[config.mk]
export PLATFORM = sky130hd
export DESIGN_NAME = led_pattern_gen
export DESIGN_NICKNAME = d
export VERILOG_FILES = /design/src/rtl/led_pkg.sv /design/src/rtl/led_prescaler.sv /design/src/rtl/led_pattern_gen.sv
export SDC_FILE = /design/constraint.sdc
export NUM_CORES = 1
export LEC_CHECK = 0
export BUFFER_PORTS_ARGS = -buffer_cell sky130_fd_sc_hd__buf_2
export CORE_MARGIN = 1.5
export CORE_UTILIZATION = 45
export DETAILED_ROUTE_END_ITERATION = 8
export PLACE_DENSITY = 0.69
export REMOVE_ABC_BUFFERS = 1
export SETUP_SLACK_MARGIN = 0.4
export SKIP_CTS_REPAIR_TIMING = 1
export SLEW_MARGIN = 20
export SYNTH_ARGS = -nofsm -noshare
export SYNTH_HDL_FRONTEND = slang
export SYNTH_SLANG_ARGS = --single-unit
[constraint.sdc]
create_clock -name clk -period 1.6 [get_ports clk]
set_input_delay 0.08 -clock clk [delete_from_list [all_inputs] [get_ports clk]]
set_output_delay 0.08 -clock clk [all_outputs]
set_load 0.02 [all_outputs]
[src/rtl/led_pkg.sv]
// Shared types and constants for the LED pattern generator.
package led_pkg;

    typedef enum logic [1:0] {
        MODE_STATIC = 2'b00,
        MODE_CHASE  = 2'b01,
        MODE_BOUNCE = 2'b10,
        MODE_BLINK  = 2'b11
    } led_mode_e;

    // Widest LED bank supported; users slice led_off() down to N_LED bits.
    localparam int unsigned LED_MAX = 64;

    function automatic logic [LED_MAX-1:0] led_off();
        return '1;
    endfunction

endpackage

[src/rtl/led_prescaler.sv]
// Step prescaler: counts enabled cycles and strobes when the count reaches tick_div.
module led_prescaler #(
    parameter int unsigned DIV_W = 16
) (
    input  logic             clk,
    input  logic             rst,
    input  logic             enable,
    input  logic             clear,
    input  logic [DIV_W-1:0] tick_div,
    output logic             tick,
    output logic             step
);

    logic [DIV_W-1:0] cnt_q;
    logic             step_q;

    // A clear (mode change) always wins over a pending compare hit.
    assign tick = enable && !clear && (cnt_q == tick_div);
    assign step = step_q;

    always_ff @(posedge clk or negedge rst) begin
        if (!rst) begin
            cnt_q  <= '0;
            step_q <= 1'b0;
        end else begin
            step_q <= tick;
            if (clear || tick) begin
                cnt_q <= '0;
            end else if (enable) begin
                cnt_q <= cnt_q + 1'b1;
            end
        end
    end

endmodule

[src/rtl/led_pattern_gen.sv]
// Active-low LED bank driver with static/chase/bounce/blink modes paced by a prescaler.
// Optional build macro LED_PWM_EN adds a 4-bit duty input for brightness control.
module led_pattern_gen
    import led_pkg::*;
#(
    parameter int unsigned N_LED = 8,
    parameter int unsigned SEL_W = (N_LED > 1) ? $clog2(N_LED) : 1,
    parameter int unsigned DIV_W = 16
) (
    input  logic             clk,
    input  logic             rst,
    input  logic             enable,
    input  logic [1:0]       mode,
    input  logic [SEL_W-1:0] switch,
`ifdef LED_PWM_EN
    input  logic [3:0]       duty,
`endif
    input  logic [DIV_W-1:0] tick_div,
    output logic             step,
    output logic [N_LED-1:0] led
);

    localparam logic [LED_MAX-1:0] OFF_WIDE    = led_off();
    localparam logic [N_LED-1:0]   LED_ALL_OFF = OFF_WIDE[N_LED-1:0];
    localparam logic [SEL_W-1:0]   LAST        = SEL_W'(N_LED - 1);

    function automatic logic [N_LED-1:0] onehot_n(input logic [SEL_W-1:0] idx);
        logic [N_LED-1:0] v;
        v = LED_ALL_OFF;
        for (int i = 0; i < int'(N_LED); i++) begin
            if (int'(idx) == i) v[i] = 1'b0;
        end
        return v;
    endfunction

    led_mode_e        mode_q;
    logic [SEL_W-1:0] pos_q, pos_d;
    logic             dir_q, dir_d;      // 0 = up, 1 = down
    logic             phase_q, phase_d;
    logic [N_LED-1:0] led_q, led_d;
    logic [N_LED-1:0] pattern;
    logic             mode_chg;
    logic             tick;
    logic             lit_en;

    assign mode_chg = (mode != mode_q);

    led_prescaler #(
        .DIV_W (DIV_W)
    ) u_prescaler (
        .clk      (clk),
        .rst      (rst),
        .enable   (enable),
        .clear    (mode_chg),
        .tick_div (tick_div),
        .tick     (tick),
        .step     (step)
    );

    always_comb begin
        pos_d   = pos_q;
        dir_d   = dir_q;
        phase_d = phase_q;
        if (mode_chg) begin
            pos_d   = (int'(switch) < int'(N_LED)) ? switch : '0;
            dir_d   = 1'b0;
            phase_d = 1'b0;
        end else if (tick) begin
            unique case (mode_q)
                MODE_STATIC: ;
                MODE_CHASE:  pos_d = (pos_q == LAST) ? '0 : pos_q + 1'b1;
                MODE_BOUNCE: begin
                    // Reverse at each end without dwelling on the endpoint.
                    if (N_LED > 1) begin
                        if (!dir_q) begin
                            if (pos_q == LAST) begin
                                dir_d = 1'b1;
                                pos_d = pos_q - 1'b1;
                            end else begin
                                pos_d = pos_q + 1'b1;
                            end
                        end else begin
                            if (pos_q == '0) begin
                                dir_d = 1'b0;
                                pos_d = pos_q + 1'b1;
                            end else begin
                                pos_d = pos_q - 1'b1;
                            end
                        end
                    end
                end
                MODE_BLINK:  phase_d = ~phase_q;
                default:     ;
            endcase
        end
    end

`ifdef LED_PWM_EN
    logic [3:0] pwm_cnt_q;

    always_ff @(posedge clk or negedge rst) begin
        if (!rst) begin
            pwm_cnt_q <= '0;
        end else if (enable) begin
            pwm_cnt_q <= pwm_cnt_q + 4'd1;
        end
    end

    assign lit_en = (pwm_cnt_q < duty);
`else
    assign lit_en = 1'b1;
`endif

    always_comb begin
        unique case (mode_q)
            MODE_STATIC: pattern = onehot_n(switch);
            MODE_CHASE:  pattern = onehot_n(pos_q);
            MODE_BOUNCE: pattern = onehot_n(pos_q);
            MODE_BLINK:  pattern = phase_q ? onehot_n(switch) : LED_ALL_OFF;
            default:     pattern = LED_ALL_OFF;
        endcase
    end

    always_comb begin
        led_d = LED_ALL_OFF;
        if (enable) begin
            led_d = pattern | {N_LED{~lit_en}};
        end
    end

    always_ff @(posedge clk or negedge rst) begin
        if (!rst) begin
            mode_q  <= MODE_STATIC;
            pos_q   <= '0;
            dir_q   <= 1'b0;
            phase_q <= 1'b0;
            led_q   <= LED_ALL_OFF;
        end else begin
            mode_q  <= led_mode_e'(mode);
            pos_q   <= pos_d;
            dir_q   <= dir_d;
            phase_q <= phase_d;
            led_q   <= led_d;
        end
    end

    assign led = led_q;

endmodule

==> results of run 1 <==
[routing by layer]
layer / vias up / routed length (um) / GRT usage
li1: 886 / - / -
met3: 8 / 182 / 0.04185
met2: 46 / 2723 / 0.3577
met5: - / 0 / 0
met1: 883 / 2013 / 0.2351
met4: 0 / 89 / 0.05342
[metrics by stage]
step	power [mW]	cell area, sq um	worst slack, ps	TNS, ps	instances
5_1_grt	2.152	2940	-338.9	-5683	347
2_1_floorplan	1.107	1977	-105.0	-2032	202
3_3_place_gp	1.305	2530	-204.8	-2491	328
4_1_cts	1.904	2611	-255.3	-2629	336
3_5_place_dp	1.314	2530	-242.0	-2290	328
6_report	2.046	2940	-285.6	-3839	347
[cell type report]
| class | instances | area (sq um) | area share |
|---|---|---|---|
| multi-input combinational | 158 | 1306 | 0.4443 |
| clock inverter | 1 | 5.005 | 0.001702 |
| tap | 52 | 65.06 | 0.02213 |
| clock buffer | 7 | 76.32 | 0.02596 |
| timing repair buffer | 85 | 621.8 | 0.2115 |
| inverter | 12 | 55.05 | 0.01872 |
| sequential | 32 | 810.8 | 0.2757 |
[layout by cell type (no fill, tap or decap), types with 2 or more instances in the layout]
master / count
a21oi_4: 3
inv_4: 4
ha_1: 7
xor2_1: 22
inv_1: 8
or4_4: 2
buf_2: 32
mux2i_1: 6
nand4_1: 6
dlygate4sd3_1: 3
buf_6: 5
and3_1: 2
a21oi_1: 4
dfrtp_1: 24
and3b_1: 2
nor3b_1: 3
dfstp_2: 8
o221ai_2: 4
nor3_1: 2
a21oi_2: 6
nand2_1: 15
xnor2_1: 12
ha_4: 4
nor4_4: 2
clkbuf_1: 2
o221ai_1: 4
buf_4: 42
clkbuf_8: 5
o31ai_1: 2
nor2_1: 29
[logic make-up (layout without fill, tap and decap cells)]
kind of cell             after synthesis  after routing  synth area share
AO/OA/AOI/OAI                         29             29           0.09571
XOR/XNOR                              35             35            0.1523
adder cells (fa/ha/maj)               12             12           0.07458
buffers and inverters                 21            105           0.04039
flip-flops                            32             32            0.4027
multiplexers                           6              6           0.02983
AND/OR/NAND/NOR                       76             76            0.2045
[worst max-delay path, stage by stage (launching register included)]
cell	delay [ps]
dfrtp_1	400
xor2_1	180
nor4_2	340
nand3b_1	150
buf_4	170
or4_4	420
a21oi_2	150
[registers in the layout, indices dropped and copies added, names as in the netlist]
| register | flops |
|---|---|
| dir_q | 1 |
| led | 8 |
| mode_q | 2 |
| phase_q | 1 |
| pos_q | 3 |
| u_prescaler.cnt_q | 16 |
| u_prescaler.step | 1 |
[worst min path at each step]
stage,startpoint,endpoint
floorplan,rst,dir_q
global placement,rst,dir_q
detailed placement,rst,mode_q[1]
CTS,rst,mode_q[1]
global route,enable,u_prescaler.cnt_q[1]
finish,enable,u_prescaler.cnt_q[1]
[power by group through the flow]
stage | clock (mW) | combinational [mW] | sequential (mW)
global route | 0.650 | 0.630 | 0.871
CTS | 0.602 | 0.435 | 0.867
floorplan | 0 | 0.197 | 0.910
detailed placement | 0 | 0.432 | 0.882
finish | 0.594 | 0.585 | 0.867
global placement | 0 | 0.425 | 0.880
==> key figures, run 1 <==
Power
  • Net Sw Power: 0.6080 mW
  • Clock share of power: 0.290
  • Leakage: 1.299 nW
  • Power per cell area: 696.0 mW/mm^2
  • VDD IR max: 0.4274 mV
  • Int Power: 1.438 mW
  • Gate power share: 0.286
  • Share of power burned in registers: 0.424
  • Sw Share: 0.2971

Clock tree
  • Reg clk slew, reported paths: 70 ps
  • CTS Root Cell: clkbuf_8
  • Clock Latency Late Sink: 280 ps
  • Sinks on Clock Net: 32
  • CTS tree: built
  • CTS buffer count: 5
  • Clock buffer depth: 2
  • H-tree Lvls: 2

Synth
  • Leading register cell type out of synthesis: dfrtp_1
  • Synth Register Bits: 32
  • Top area cells in the synthesized netlist: dfrtp_1 30%, dfstp_2 10%, xor2_1 9.6%, ha_1 7.5%, xnor2_1 5.7%
  • Top cells by count, synth: 30 x nor2_1, 24 x dfrtp_1, 22 x xor2_1
  • Synth top area share: 0.2983
  • Yosys cell types: 36
  • Yosys warns: 0
  • Number of flops mapped to enable cells by yosys: 0
  • Yosys top cell by area: dfrtp_1
  • Fraction of registers with async set/reset: 1.000
  • Post-Syn Area: 0.002013 sq mm
  • Most numerous cell in the Yosys netlist: nor2_1
  • Cells after synthesis: 211
  • Avg Inst Size Synth: 9.541 sq um
  • Seq/Total Area, Yosys: 0.4027

Setup path
  • Reg-to-reg endpoint: phase_q
  • Crit Path Class: reg2reg
  • Startpoint of the worst register-to-register path: u_prescaler.cnt_q[7]
  • Worst EP required: 1800 ps
  • CP Launch Point: u_prescaler.cnt_q[7]
  • CP Capture Type: register
  • Crit path capture: phase_q
  • Worst Reg-to-Reg Cells: 6
  • R2R setup slack: -290 ps
  • Critical Path AT: 2090 ps
  • Startpoint types: register
  • Worst Path Max Fanout: 4

Drt
  • Via-to-Cell Ratio: 5.254
  • 1st-iter DRT viols: 77
  • Avg WL per Cell: 14.43 um
  • Drt pass-1 iters: 5
  • Drt drc: 0
  • Routed Antenna Nets: 0
  • WL final: 5.008 mm
  • Vias: 1823

Die
  • Full die area: 0.004884 sq mm
  • Initial Util: 0.4656
  • Die Y: 69.89 um
  • Std-Cell Rows: 24
  • Core Area: 0.004324 sq mm
  • Die W: 69.89 um
  • I/O pins: 33

STA
  • Fmax: 0.5303 GHz
  • Hold Vio Cnt, Final: 0
  • Worst Tran Pin Value: 739.0 ps
  • Tmin final: 1886 ps
  • Post-route setup slack: -285.6 ps
  • Final period util: 1.179
  • Final Skew: 9.734 ps
  • # setup viols final: 21
  • Slew HR: 0.5073
  • RSZ-0062 raised after global routing: yes
  • Fin. max-slew vios: 0
  • Hold_ws: 172.7 ps

GRT
  • Initial antenna violation count: 0
  • Largest net degree at the start of global routing: 33
  • GRT Residual Overflow: 0
  • First-pass GRT wire length: 7.728 mm
  • Vias in the first global route: 1779
  • Total GRT Usage: 0.1971

Finish
  • Fin nets: 330
  • Fillers: 331
  • N_diodes: 0
  • Area growth syn-to-layout: 46.05%
  • Layout cells sized above 1: 0.4475
  • Fin util: 0.6800

Placed design
  • Gpl congestion: 0.8023
  • IO Port Bufs: 32
  • Dpl hpwl: 3.375 mm

Outcome
  • Outcome: finished with violations
  • Failing checks: negative setup slack

Flow run
  • Max Cap Viol: 0

Worst hold path
  • Worst hold path class: in2reg
  • Hold Path Depth: 3
Power figures use the tool's default switching activity.
==> run 2, diff against run 1 <==
--- a/config.mk
+++ b/config.mk
@@ -10,6 +10,7 @@
 export CORE_UTILIZATION = 45
 export DETAILED_ROUTE_END_ITERATION = 8
 export PLACE_DENSITY = 0.69
+export RECOVER_POWER = 100
 export REMOVE_ABC_BUFFERS = 1
 export SETUP_SLACK_MARGIN = 0.4
 export SKIP_CTS_REPAIR_TIMING = 1
==> run 2 against run 1 <==
The run still ends with negative setup slack left. Utilization shrank 1.5 points. Worst setup slack gained 1.2 ps. Count of clock-buffer cells in the layout is the same. Die area is the same. Via count shrank 0.77%. Non-clock buffer count is the same. Critical path type unchanged.
==> key figures, run 2 (synthesis results as in run 1) <==
Clock tree
  • Clock buffer depth: 2
  • CTS tree: built
  • Reg clk slew, reported paths: 70 ps
  • CTS buffer count: 5
  • Clock Latency Late Sink: 280 ps
  • H-tree Lvls: 2
  • CTS Root Cell: clkbuf_8
  • Sinks on Clock Net: 32

STA
  • RSZ-0062 raised after global routing: yes
  • Fin. max-slew vios: 0
  • Final Skew: 9.924 ps
  • Worst Tran Pin Value: 815.7 ps
  • # setup viols final: 21
  • Post-route setup slack: -284.4 ps
  • Hold Vio Cnt, Final: 0
  • Final period util: 1.178
  • Total negative slack: -3829 ps
  • Slew HR: 0.4562
  • Fmax: 0.5307 GHz
  • Tmin final: 1884 ps

Drt
  • Top sig layer: met4
  • 1st-iter DRT viols: 87
  • Vias: 1809
  • Routed Antenna Nets: 0
  • Via-to-Cell Ratio: 5.213
  • DRT met1 WL: 1.991 mm
  • Avg WL per Cell: 14.39 um
  • Met3 wire length: 177 um
  • Drt pass-1 iters: 4
  • Metal2 WL: 2.734 mm
  • WL final: 4.993 mm
  • Drt drc: 0

Finish
  • Area growth syn-to-layout: 42.82%
  • N_diodes: 0
  • Layout cells sized above 1: 0.3864
  • Most flops, register: u_prescaler.cnt_q
  • Most common cell after layout, fill and taps aside: buf_4
  • Max reg flops: 16
  • Fin nets: 330
  • Commonest cells after routing, fill and taps aside: 42 x buf_4, 29 x nor2_1, 24 x dfrtp_1, 22 x xor2_1, 20 x buf_2

GRT
  • Initial antenna violation count: 0
  • Largest net degree at the start of global routing: 33
  • GRT Residual Overflow: 0
  • Vias in the first global route: 1779
  • Total GRT Usage: 0.1971
  • First-pass GRT wire length: 7.728 mm

Placed design
  • Setup Slack @ Placement: -242.0 ps
  • Dpl hpwl: 3.375 mm
  • IO Port Bufs: 32
  • Gpl congestion: 0.8023

Power
  • Sw Share: 0.2943
  • Int Power: 1.419 mW
  • Power per cell area: 699.2 mW/mm^2
  • Share of power burned in registers: 0.432
  • Net Sw Power: 0.5917 mW
  • Leakage: 1.268 nW
  • Power, Total: 2.011 mW
  • Clock share of power: 0.294
  • VDD IR max: 0.4246 mV
  • Gate power share: 0.274

Outcome
  • Failing checks: negative setup slack
  • Outcome: finished with violations

Die
  • Std-Cell Rows: 24
  • I/O pins: 33
  • Die Y: 69.89 um
  • Initial Util: 0.4656
  • Full die area: 0.004884 sq mm
  • Core Area: 0.004324 sq mm
  • Die W: 69.89 um

Setup path
  • Worst EP required: 1800 ps
  • Slowest stage delay, CP: 420 ps
  • Crit Path Class: reg2reg
  • Startpoint of the worst register-to-register path: u_prescaler.cnt_q[7]
  • Startpoint types: register
  • Critical-path top delay cell: or4_4
  • Worst Path Max Fanout: 4
  • CP Capture Type: register
  • Critical Path, Cell by Cell: xor2_1, nor4_2, nand3b_1, buf_4, or4_4, a21oi_2
  • CP Launch Point: u_prescaler.cnt_q[7]
  • Critical Path AT: 2090 ps

Flow run
  • Max Cap Viol: 0

Worst hold path
  • Worst hold start: enable
  • Worst hold path class: in2reg
-- run 2: cell types whose count changed in the layout (fill, tap and decap cells not counted), sizes merged --
cell	change
clkbuf	+13
buf	-13
-- run 2: path summary, 6_finish.rpt --
kind	to	slack (ps)	cells past startpoint
max	phase_q	-280	6
min	u_prescaler.cnt_q[1]	170	3
max reg2reg	phase_q	-280	6
min reg2reg	dir_q	570	2
max in group asynchronous	pos_q[1]	640	2
min in group asynchronous	mode_q[1]	440	2
-- run 2: final cells by class --
class	count	area [sq um]
fill	355	1449
sequential	32	810.8
multi-input combinational	158	1265
tap	52	65.06
clock inverter	1	5.005
inverter	12	55.05
clock buffer	7	76.32
timing repair buffer	85	598.1
-- run 2: layer usage --
layer / vias up / GRT usage
met5: - / 0
met1: 875 / 0.2351
met3: 8 / 0.04185
li1: 885 / -
met2: 41 / 0.3577
met4: 0 / 0.05342
-- run 2: critical path, delay by kind of cell (launching register included) --
family | cells | cell delay (ps)
AOI/OAI and AO/OA | 1 | 150
xor gates and xnor gates | 1 | 180
buffers and inverters | 1 | 170
DFF | 1 | 400
and+or+nand+nor | 3 | 910
-- run 2: power groups by stage --
stage / registers, mW / clock network [mW] / logic [mW]
floorplan: 0.910 / 0 / 0.197
global placement: 0.880 / 0 / 0.425
detailed placement: 0.882 / 0 / 0.432
CTS: 0.867 / 0.602 / 0.435
global route: 0.871 / 0.650 / 0.598
finish: 0.868 / 0.592 / 0.551
-- run 2: stage by stage --
stage                     std cells    util  hold slack (ps)  cell area (sq um)
final                           347  0.6649            171.9               2875
after global routing            347  0.6649            204.9               2875
after CTS                       336  0.6039           -126.4               2611
after detailed placement        328  0.5851            178.4               2530
after global placement          328  0.5851            168.8               2530
after floorplan                 202       -           -215.6               1977
